<file path="config.mk">
export PLATFORM = sky130hd
export DESIGN_NAME = serial_parallel_rx_flat
export DESIGN_NICKNAME = d
export VERILOG_FILES = /design/src/rtl/phy_pkg.sv /design/src/rtl/serial_parallel_rx_if.sv /design/src/rtl/com_aligner.sv /design/src/rtl/serial_parallel_rx.sv /design/src/flat_wrapper.sv
export SDC_FILE = /design/constraint.sdc
export NUM_CORES = 1
export LEC_CHECK = 0
export CAP_MARGIN = 20
export CORE_AREA = 3 3 53 55
export CTS_CLUSTER_SIZE = 16
export DETAILED_ROUTE_END_ITERATION = 6
export DIE_AREA = 0 0 56 58
export DONT_BUFFER_PORTS = 1
export GPL_ROUTABILITY_DRIVEN = 0
export SLEW_MARGIN = 25
export SYNTH_ARGS = -nofsm -noshare
export SYNTH_HDL_FRONTEND = slang
export SYNTH_SLANG_ARGS = --single-unit
</file>
<file path="constraint.sdc">
create_clock -name clk32f -period 4.42 [get_ports clk32f]
set_clock_uncertainty 0.05 [all_clocks]
set_input_delay 0.442 -clock clk32f [delete_from_list [all_inputs] [get_ports clk32f]]
set_output_delay 0.442 -clock clk32f [all_outputs]
set_load 0.05 [all_outputs]
</file>
<file path="src/rtl/phy_pkg.sv">
// Shared PHY constants and types for the serial lane: symbol width, COM symbol,
// and the receive aligner state encoding (also reused by the TX side).
package phy_pkg;

  localparam int WIDTH = 8;
  localparam logic [WIDTH-1:0] COM_SYMBOL = 8'hBC;
  localparam int COM_COUNT_DEFAULT = 4;

  typedef enum logic [1:0] {
    SEARCH  = 2'd0,
    LOCKING = 2'd1,
    ACTIVE  = 2'd2
  } rx_state_e;

  typedef logic [2:0] bit_cnt_t;

  localparam bit_cnt_t BIT_CNT_LAST = 3'd7;

endpackage

</file>
<file path="src/rtl/serial_parallel_rx_if.sv">
// Serial lane in, parallel byte stream out; slave side is the receiver,
// master side is whoever feeds the lane and consumes the bytes.
interface serial_parallel_rx_if #(
  parameter int WIDTH = phy_pkg::WIDTH
);

  logic             data_in;
  logic [WIDTH-1:0] data_out;
  logic             data_valid;
  logic             idle_byte;
  logic             valido;

  modport master (
    output data_in,
    input  data_out,
    input  data_valid,
    input  idle_byte,
    input  valido
  );

  modport slave (
    input  data_in,
    output data_out,
    output data_valid,
    output idle_byte,
    output valido
  );

endinterface

</file>
<file path="src/rtl/com_aligner.sv">
// Byte-boundary aligner: hunts for COM bit by bit, confirms COM_COUNT aligned
// COMs, then stays ACTIVE until reset. Provides the byte boundary strobe.
module com_aligner
  import phy_pkg::*;
#(
  parameter int COM_COUNT = COM_COUNT_DEFAULT
) (
  input  logic clk32f,
  input  logic reset,
  input  logic com_match_i,
  output logic boundary_o,
  output logic active_o
);

  localparam int CW = (COM_COUNT < 2) ? 1 : $clog2(COM_COUNT + 1);

  if (COM_COUNT < 1) begin : g_bad_count
    $error("com_aligner: COM_COUNT must be >= 1");
  end

  rx_state_e       state_q, state_d;
  bit_cnt_t        bit_cnt_q, bit_cnt_d;
  logic [CW-1:0]   com_cnt_q, com_cnt_d;
  logic [CW-1:0]   com_cnt_inc;
  logic            boundary;

  assign boundary = (bit_cnt_q == BIT_CNT_LAST);

  always_ff @(posedge clk32f) begin
    if (reset) begin
      state_q   <= SEARCH;
      bit_cnt_q <= '0;
      com_cnt_q <= '0;
    end else begin
      state_q   <= state_d;
      bit_cnt_q <= bit_cnt_d;
      com_cnt_q <= com_cnt_d;
    end
  end

  always_comb begin
    state_d     = state_q;
    bit_cnt_d   = bit_cnt_q + 3'd1;
    com_cnt_d   = com_cnt_q;
    com_cnt_inc = com_cnt_q + CW'(1);

    unique case (state_q)
      SEARCH: begin
        // Forcing bit_cnt to 0 here makes the next boundary land 8 bits later.
        if (com_match_i) begin
          bit_cnt_d = '0;
          com_cnt_d = CW'(1);
          state_d   = (COM_COUNT == 1) ? ACTIVE : LOCKING;
        end
      end
      LOCKING: begin
        if (boundary) begin
          if (com_match_i) begin
            com_cnt_d = com_cnt_inc;
            if (com_cnt_inc == CW'(COM_COUNT)) begin
              state_d = ACTIVE;
            end
          end else begin
            state_d   = SEARCH;
            com_cnt_d = '0;
          end
        end
      end
      ACTIVE: begin
        state_d = ACTIVE;
      end
      default: begin
        state_d   = SEARCH;
        com_cnt_d = '0;
      end
    endcase
  end

  assign boundary_o = boundary;
  assign active_o   = (state_q == ACTIVE);

endmodule

</file>
<file path="src/rtl/serial_parallel_rx.sv">
// Receive serial-to-parallel converter: MSB-first shift register, COM-based
// alignment via com_aligner, registered byte/pulse outputs once the link is active.
module serial_parallel_rx #(
  parameter int               WIDTH      = phy_pkg::WIDTH,
  parameter logic [WIDTH-1:0] COM_SYMBOL = WIDTH'(phy_pkg::COM_SYMBOL),
  parameter int               COM_COUNT  = phy_pkg::COM_COUNT_DEFAULT
) (
  input  logic                clk32f,
  input  logic                reset,
  serial_parallel_rx_if.slave rx
);

  // The oldest bit is shifted out when nxt is formed, so only WIDTH-1 bits are kept.
  logic [WIDTH-2:0] shift_q, shift_d;
  logic [WIDTH-1:0] nxt;
  logic             com_match;
  logic             boundary;
  logic             active;

  logic [WIDTH-1:0] data_out_q, data_out_d;
  logic             data_valid_q, data_valid_d;
  logic             idle_byte_q, idle_byte_d;

  assign nxt       = {shift_q, rx.data_in};
  assign shift_d   = nxt[WIDTH-2:0];
  assign com_match = (nxt == COM_SYMBOL);

  com_aligner #(
    .COM_COUNT (COM_COUNT)
  ) u_aligner (
    .clk32f      (clk32f),
    .reset       (reset),
    .com_match_i (com_match),
    .boundary_o  (boundary),
    .active_o    (active)
  );

  always_comb begin
    data_out_d   = data_out_q;
    data_valid_d = 1'b0;
    idle_byte_d  = 1'b0;
    if (active && boundary) begin
      data_out_d   = nxt;
      data_valid_d = !com_match;
      idle_byte_d  = com_match;
    end
  end

  always_ff @(posedge clk32f) begin
    if (reset) begin
      shift_q      <= '0;
      data_out_q   <= '0;
      data_valid_q <= 1'b0;
      idle_byte_q  <= 1'b0;
    end else begin
      shift_q      <= shift_d;
      data_out_q   <= data_out_d;
      data_valid_q <= data_valid_d;
      idle_byte_q  <= idle_byte_d;
    end
  end

  assign rx.data_out   = data_out_q;
  assign rx.data_valid = data_valid_q;
  assign rx.idle_byte  = idle_byte_q;
  assign rx.valido     = active;

endmodule
</file>
<file path="src/flat_wrapper.sv">
// flat-port wrapper written by rule: the top's interface ports become plain ports
module serial_parallel_rx_flat 
#(
  parameter int               WIDTH      = phy_pkg::WIDTH,
  parameter logic [WIDTH-1:0] COM_SYMBOL = WIDTH'(phy_pkg::COM_SYMBOL),
  parameter int               COM_COUNT  = phy_pkg::COM_COUNT_DEFAULT
)
  (clk32f, reset, rx_data_in, rx_data_out, rx_data_valid, rx_idle_byte, rx_valido);
  serial_parallel_rx_if #(.WIDTH(WIDTH)) rx_i ();
  input  logic clk32f;
  input  logic reset;
  input wire logic [$bits(rx_i.data_in)-1:0] rx_data_in;
  output wire logic [$bits(rx_i.data_out)-1:0] rx_data_out;
  output wire logic [$bits(rx_i.data_valid)-1:0] rx_data_valid;
  output wire logic [$bits(rx_i.idle_byte)-1:0] rx_idle_byte;
  output wire logic [$bits(rx_i.valido)-1:0] rx_valido;
  assign rx_i.data_in = rx_data_in;
  assign rx_data_out = rx_i.data_out;
  assign rx_data_valid = rx_i.data_valid;
  assign rx_idle_byte = rx_i.idle_byte;
  assign rx_valido = rx_i.valido;
  serial_parallel_rx #(.WIDTH(WIDTH), .COM_SYMBOL(COM_SYMBOL), .COM_COUNT(COM_COUNT)) u_core (.clk32f(clk32f), .reset(reset), .rx(rx_i));
endmodule
</file>
# --- Word-level counts from Yosys, hierarchy flattened ---
# Index checks and enable logic that the tools add are counted.
classes:
  addsub: 2
  n_mul: 0
  div: 0
  n_lt_le_gt_ge: 0
  n_eq_ne: 8
  shifts: 0
  muxes: 11
  n_bitwise: 2
  n_reduce_logical: 6
op_table:
  columns: ["cell", "n"]
  rows:
  - ["3-bit two-way mux", 5]
  - ["3-bit one-hot mux with 3 select lines", 1]
  - ["8-bit equality test, second input constant", 1]
  - ["2-bit two-way mux", 4]
  - ["3-bit by 1-bit adder with 3-bit output, second input constant", 2]
  - ["3-bit equality test, second input constant", 2]
  - ["2-bit one-hot mux with 3 select lines", 1]
  - ["3-bit AND reduction", 2]
  - ["2-bit by 1-bit != test with 1-bit output, second input constant", 2]
  - ["3-bit != test, second input constant", 1]
  - ["2-bit by 1-bit equality test with 1-bit output, second input constant", 1]
  - ["2-bit equality test, second input constant", 1]
  - ["2-bit zero test", 1]
  - ["1-bit inverter", 2]
  - ["2-bit OR reduction", 1]
  - ["1-bit logical AND", 1]
  - ["1-bit zero test", 1]
word_totals:
  regBits: 25
  latchBits: 0
  ramBits: 0
  romBits: 0
  in_bits: 3
  output_inout_bits: 11
  word_cells: 36
  memories: 0

# --- Longest topological paths before layout ---
logic_depth:
  word_depth: 6
  mapped_depth: 7
  ltp_nobuf: 6

# --- By module ---
# From an unflattened synthesis, not the netlist that was laid out.
unflattened:
  cells_unflattened: 106
  area_unflattened_um2: 1057.3
by_module_without_submodules:
  columns: ["mod", "n_inst", "cells_per_inst", "area_each_um2", "seq_area_each_um2"]
  rows:
  - ["serial_parallel_rx", 1, 59, 648.1, 340.3]
  - ["com_aligner", 1, 47, 409.1, 160.2]

# --- Worst setup path before layout ---
# Ideal clock, no wire load.
synth_path:
  path_kind: "register to register"
  start: "reg u_core.u_aligner.state_q[0]"
  end: "reg u_core.data_out_q[0], in the netlist u_core.rx.data_out[0]"
  setup_ps: 128
  arrival_time_ps: 1751
  required_time_ps: 4242
  slack_ps: 2491
  stages_incl_launch_ff: 5
  path_buffers: 0
  period_less_slack_ps: 1929
  path_cell_list: "dfxtp_1 > nor2b_1 > nand2_2 > mux2i_1 > nor2_1"
synth_via:
  elab_chain_cells: 2
synth_rtl:
  columns: ["item", "line_no", "text"]
  rows:
  - ["from (decl)", "com_aligner.sv:21", "rx_state_e state_q, state_d;"]
  - ["from (signal assigned)", "com_aligner.sv:35", "state_q <= state_d;"]
  - ["2-bit equality test", "com_aligner.sv:80", "assign active_o = (state_q == ACTIVE);"]
  - ["net rx_valido", "flat_wrapper.sv:16", "output wire logic [$bits(rx_i.valido)-1:0] rx_valido;"]
  - ["1-bit logical AND", "serial_parallel_rx.sv:42", "if (active && boundary) begin"]
  - ["to (signal assigned)", "serial_parallel_rx.sv:57", "data_out_q <= data_out_d;"]
  - ["to (decl)", "serial_parallel_rx.sv:20", "logic [WIDTH-1:0] data_out_q, data_out_d;"]
# The timed path passes the listed nets, and every way through them passes these cells.
# A chain may end at the register's enable or synchronous reset.

# --- Final worst setup path ---
layout_path:
  start: "reg u_core.u_aligner.state_q[1]"
  end: "out rx_valido"
layout_via:
  elab_chain_cells: 1
layout_rtl:
  columns: ["item", "line_no"]
  rows:
  - ["2-bit equality test", "com_aligner.sv:80"]
  - ["to (decl)", "flat_wrapper.sv:16"]
# No other way between the ends.

==> impl_metrics.env <==
export IMPL_status="finished, final reports clean"
export IMPL_die_area_um2=3250
export IMPL_post_cts_buffers=0
export IMPL_syn_area_per_cell_um2=9.84
export IMPL_pwr_share_comb_pct=1.8
export IMPL_numCtsBuffers=3
export IMPL_leakagePower_nw=0.438
export IMPL_timing_final_crit_period_ps=1990
export IMPL_cp_slowest_cell="nor2b_2"
export IMPL_crit_buf_inv=0
export IMPL_antenna_found_initial=0
export IMPL_cp_slowest_stage_delay_ps=630
export IMPL_p_per_area_nw_per_um2=339
export IMPL_grt_pass1_wl_um=2580
export IMPL_min_path_cells=1
export IMPL_synth_cell_type_count=25
export IMPL_cp_end_kind="output pin"
export IMPL_synth_edf_count=0
export IMPL_grt_usage_pct=9.96
export IMPL_r2r_start="u_core.u_aligner.state_q[1]"
export IMPL_r2r_end="u_core.rx.data_out[1]"
export IMPL_hp_class="input pin to register"
export IMPL_worstSkewPairLatency_ps=320
export IMPL_hold_viol=0
export IMPL_synthArstFlopShare_pct=0
export IMPL_seqPwrFrac_pct=67.4
export IMPL_design_area_um2=1010
export IMPL_synth_top_area_share_pct=52.4
export IMPL_hold_ws_ps=114
export IMPL_reg2reg_slack_ps=2460
export IMPL_die_y_um=58
export IMPL_area_growth_syn_to_layout_pct=5.90
export IMPL_clockPowerShare_pct=30.8
export IMPL_wirelength_um=1530
export IMPL_synth_warnings=0
export IMPL_hp_start="reset"
export IMPL_relSlewSlack_pct=57.5
export IMPL_yosysTopAreaCell="dfxtp_1"
export IMPL_drtIter0Drc=6
export IMPL_synth_area_top_cells="dfxtp_1 52%, mux2i_1 9.4%, nor2_1 5.9%, ha_1 5.2%, nor2b_1 5.2%"
export IMPL_cap_viol_max_count=0
export IMPL_irDropWorstVdd_v=0.000300
export IMPL_cp_required_ps=3930
export IMPL_place_area_um2=977
export IMPL_grt_overflow_total=0
export IMPL_cts_tree="built"
export IMPL_finalCritPeriodShare_pct=45.1
export IMPL_worst_endpoint_arrival_ps=1500
export IMPL_vias=656
export IMPL_start_util_pct=39.2
export IMPL_finalNetCount=105
export IMPL_drt_first_pass_iters=4
export IMPL_synth_seq_cells=25
export IMPL_path_cells="nor2b_2"
export IMPL_grt_setup_unrepaired="false"
export IMPL_criticalPathCategory="register to output pin"
export IMPL_power_internal_w=0.000269
export IMPL_cts_root_buf="clkbuf_4"
export IMPL_ios=14
export IMPL_hpwl_um=1120
export IMPL_ctsResizeCount=0
export IMPL_setup_violations_final=0
export IMPL_syn_num_nets=104
export IMPL_drcViolationCount=0
export IMPL_synth_area_um2=955
export IMPL_startpoint="u_core.u_aligner.state_q[1]"
export IMPL_yosysMostFrequentCell="dfxtp_1"
export IMPL_postCtsHoldBufs=0
export IMPL_p_sw_w=0.0000735
export IMPL_p_sw_share_pct=21.4
export IMPL_finalSetupTns_ps=0
export IMPL_ys_seq_area_share_pct=52.4
export IMPL_max_freq_mhz=502
export IMPL_top_usage_layer="met2"
export IMPL_cp_max_fo=12
export IMPL_cts_sinks=25
export IMPL_yosys_top_cells_count="25 x dfxtp_1, 15 x nor2_1, 9 x mux2i_1"
export IMPL_die_x_um=56
export IMPL_drtAntennaViolNets=0
export IMPL_antenna_cells=0
export IMPL_via_per_inst=5.17
export IMPL_use_met2_pct=15.7
export IMPL_path_clk_slew_ps=140
export IMPL_clockBufferDepth=2
export IMPL_crit_path_start_kind="register"
export IMPL_met3_usage_pct=4.23
export IMPL_slew_violations=0
export IMPL_port_buffers=0
export IMPL_grt_max_degree=23
export IMPL_grt_pass1_vias=601
export IMPL_synthFlopType="dfxtp_1"
export IMPL_rr_worst_depth=4
export IMPL_worst_slew_pin_slew_ps=635
export IMPL_ctsHtreeMaxLevel=1
export IMPL_synth_cells=97
export IMPL_min_to="u_core.u_aligner.com_cnt_q[2]"
export IMPL_rows=18
export IMPL_core_um2=2430
export IMPL_layout_drive_gt1_share_pct=8.25
export IMPL_cp_top_family="simple AND/OR/NAND/NOR gates"
export IMPL_wl_per_cell_um=12.1
export IMPL_grtUsageMet1_pct=12.4
==> area by class of cell <==
class / count / area, um^2
fillers: 243 / 1420
flip-flops and latches: 25 / 500
multi-input cells: 63 / 423
well taps: 30 / 37.5
clock buffers: 3 / 22.5
inverters: 5 / 18.8
clock inverters: 1 / 8.76
==> power by group through the flow <==
stage               clock (W)  sequential (W)  combinational [W]
floorplan                   0        0.000235         0.00000767
global placement            0        0.000236         0.00000601
detailed placement          0        0.000236         0.00000655
CTS                  0.000110        0.000231         0.00000658
global route         0.000118        0.000232         0.00000737
finish               0.000105        0.000231         0.00000629
==> worst max path at each step <==
stage	to	slack, ps	depth (start not counted)
global route	u_core.rx.data_out[1]	2350	4
global placement	u_core.rx.data_out[7]	2170	4
finish	rx_valido	2430	1
detailed placement	u_core.rx.data_out[4]	2110	4
CTS	u_core.rx.data_out[1]	2090	4
floorplan	u_core.rx.data_out[0]	2490	4
==> per-layer routing <==
layer	vias to the layer above	wire length, um
met5	-	0
met4	0	13
met3	2	100
met2	14	681
met1	311	736
li1	329	-
==> registers in the layout, summed over array words and instances, names as in the netlist <==
signal / count
u_core.u_aligner.bit_cnt_q: 3
u_core.shift_q: 7
u_core.rx.data_out: 8
u_core.u_aligner.state_q: 2
u_core.rx.idle_byte: 1
u_core.u_aligner.com_cnt_q: 3
u_core.rx.data_valid: 1
==> cell usage in the layout, fill, tap and decap left out <==
master and n:
dfxtp_1 25, nor2_1 15, mux2i_1 9, nor2b_1 7, inv_1 5, nor3_1 5, ha_1 4, o21ai_0 3
clkbuf_4 3, nand2_1 2, a21oi_1 2, nand3_1 2, nor2b_2 1, nand4b_1 1, nand4bb_1 1, or2_4 1
o31ai_2 1, nand4_1 1, o211ai_1 1, a31oi_1 1, xor2_1 1, a22oi_1 1, nand2_2 1, nor4_1 1
o21a_1 1, o311ai_1 1, inv_6 1
==> logic make-up (layout without fill, tap and decap cells) <==
family / after synthesis / in the layout / synth area share (%)
simple gates: 38 / 38 / 20.6
flops: 25 / 25 / 52.4
compound gates: 11 / 11 / 7.86
mux: 9 / 9 / 9.44
buf+inv: 9 / 9 / 3.54
fa+ha+maj: 4 / 4 / 5.24
xor+xnor: 1 / 1 / 0.918
==> through the flow <==
step / total power, W / cells / worst slack [ps] / util (%)
6_report: 0.000343 / 127 / 2430 / 41.6
5_1_grt: 0.000357 / 127 / 2350 / 41.6
4_1_cts: 0.000347 / 127 / 2090 / 41.5
3_5_place_dp: 0.000242 / 123 / 2110 / 40.2
3_3_place_gp: 0.000242 / 123 / 2170 / 40.2
2_1_floorplan: 0.000243 / 97 / 2490 / -
No activity file was read; power rests on OpenSTA's default activity.
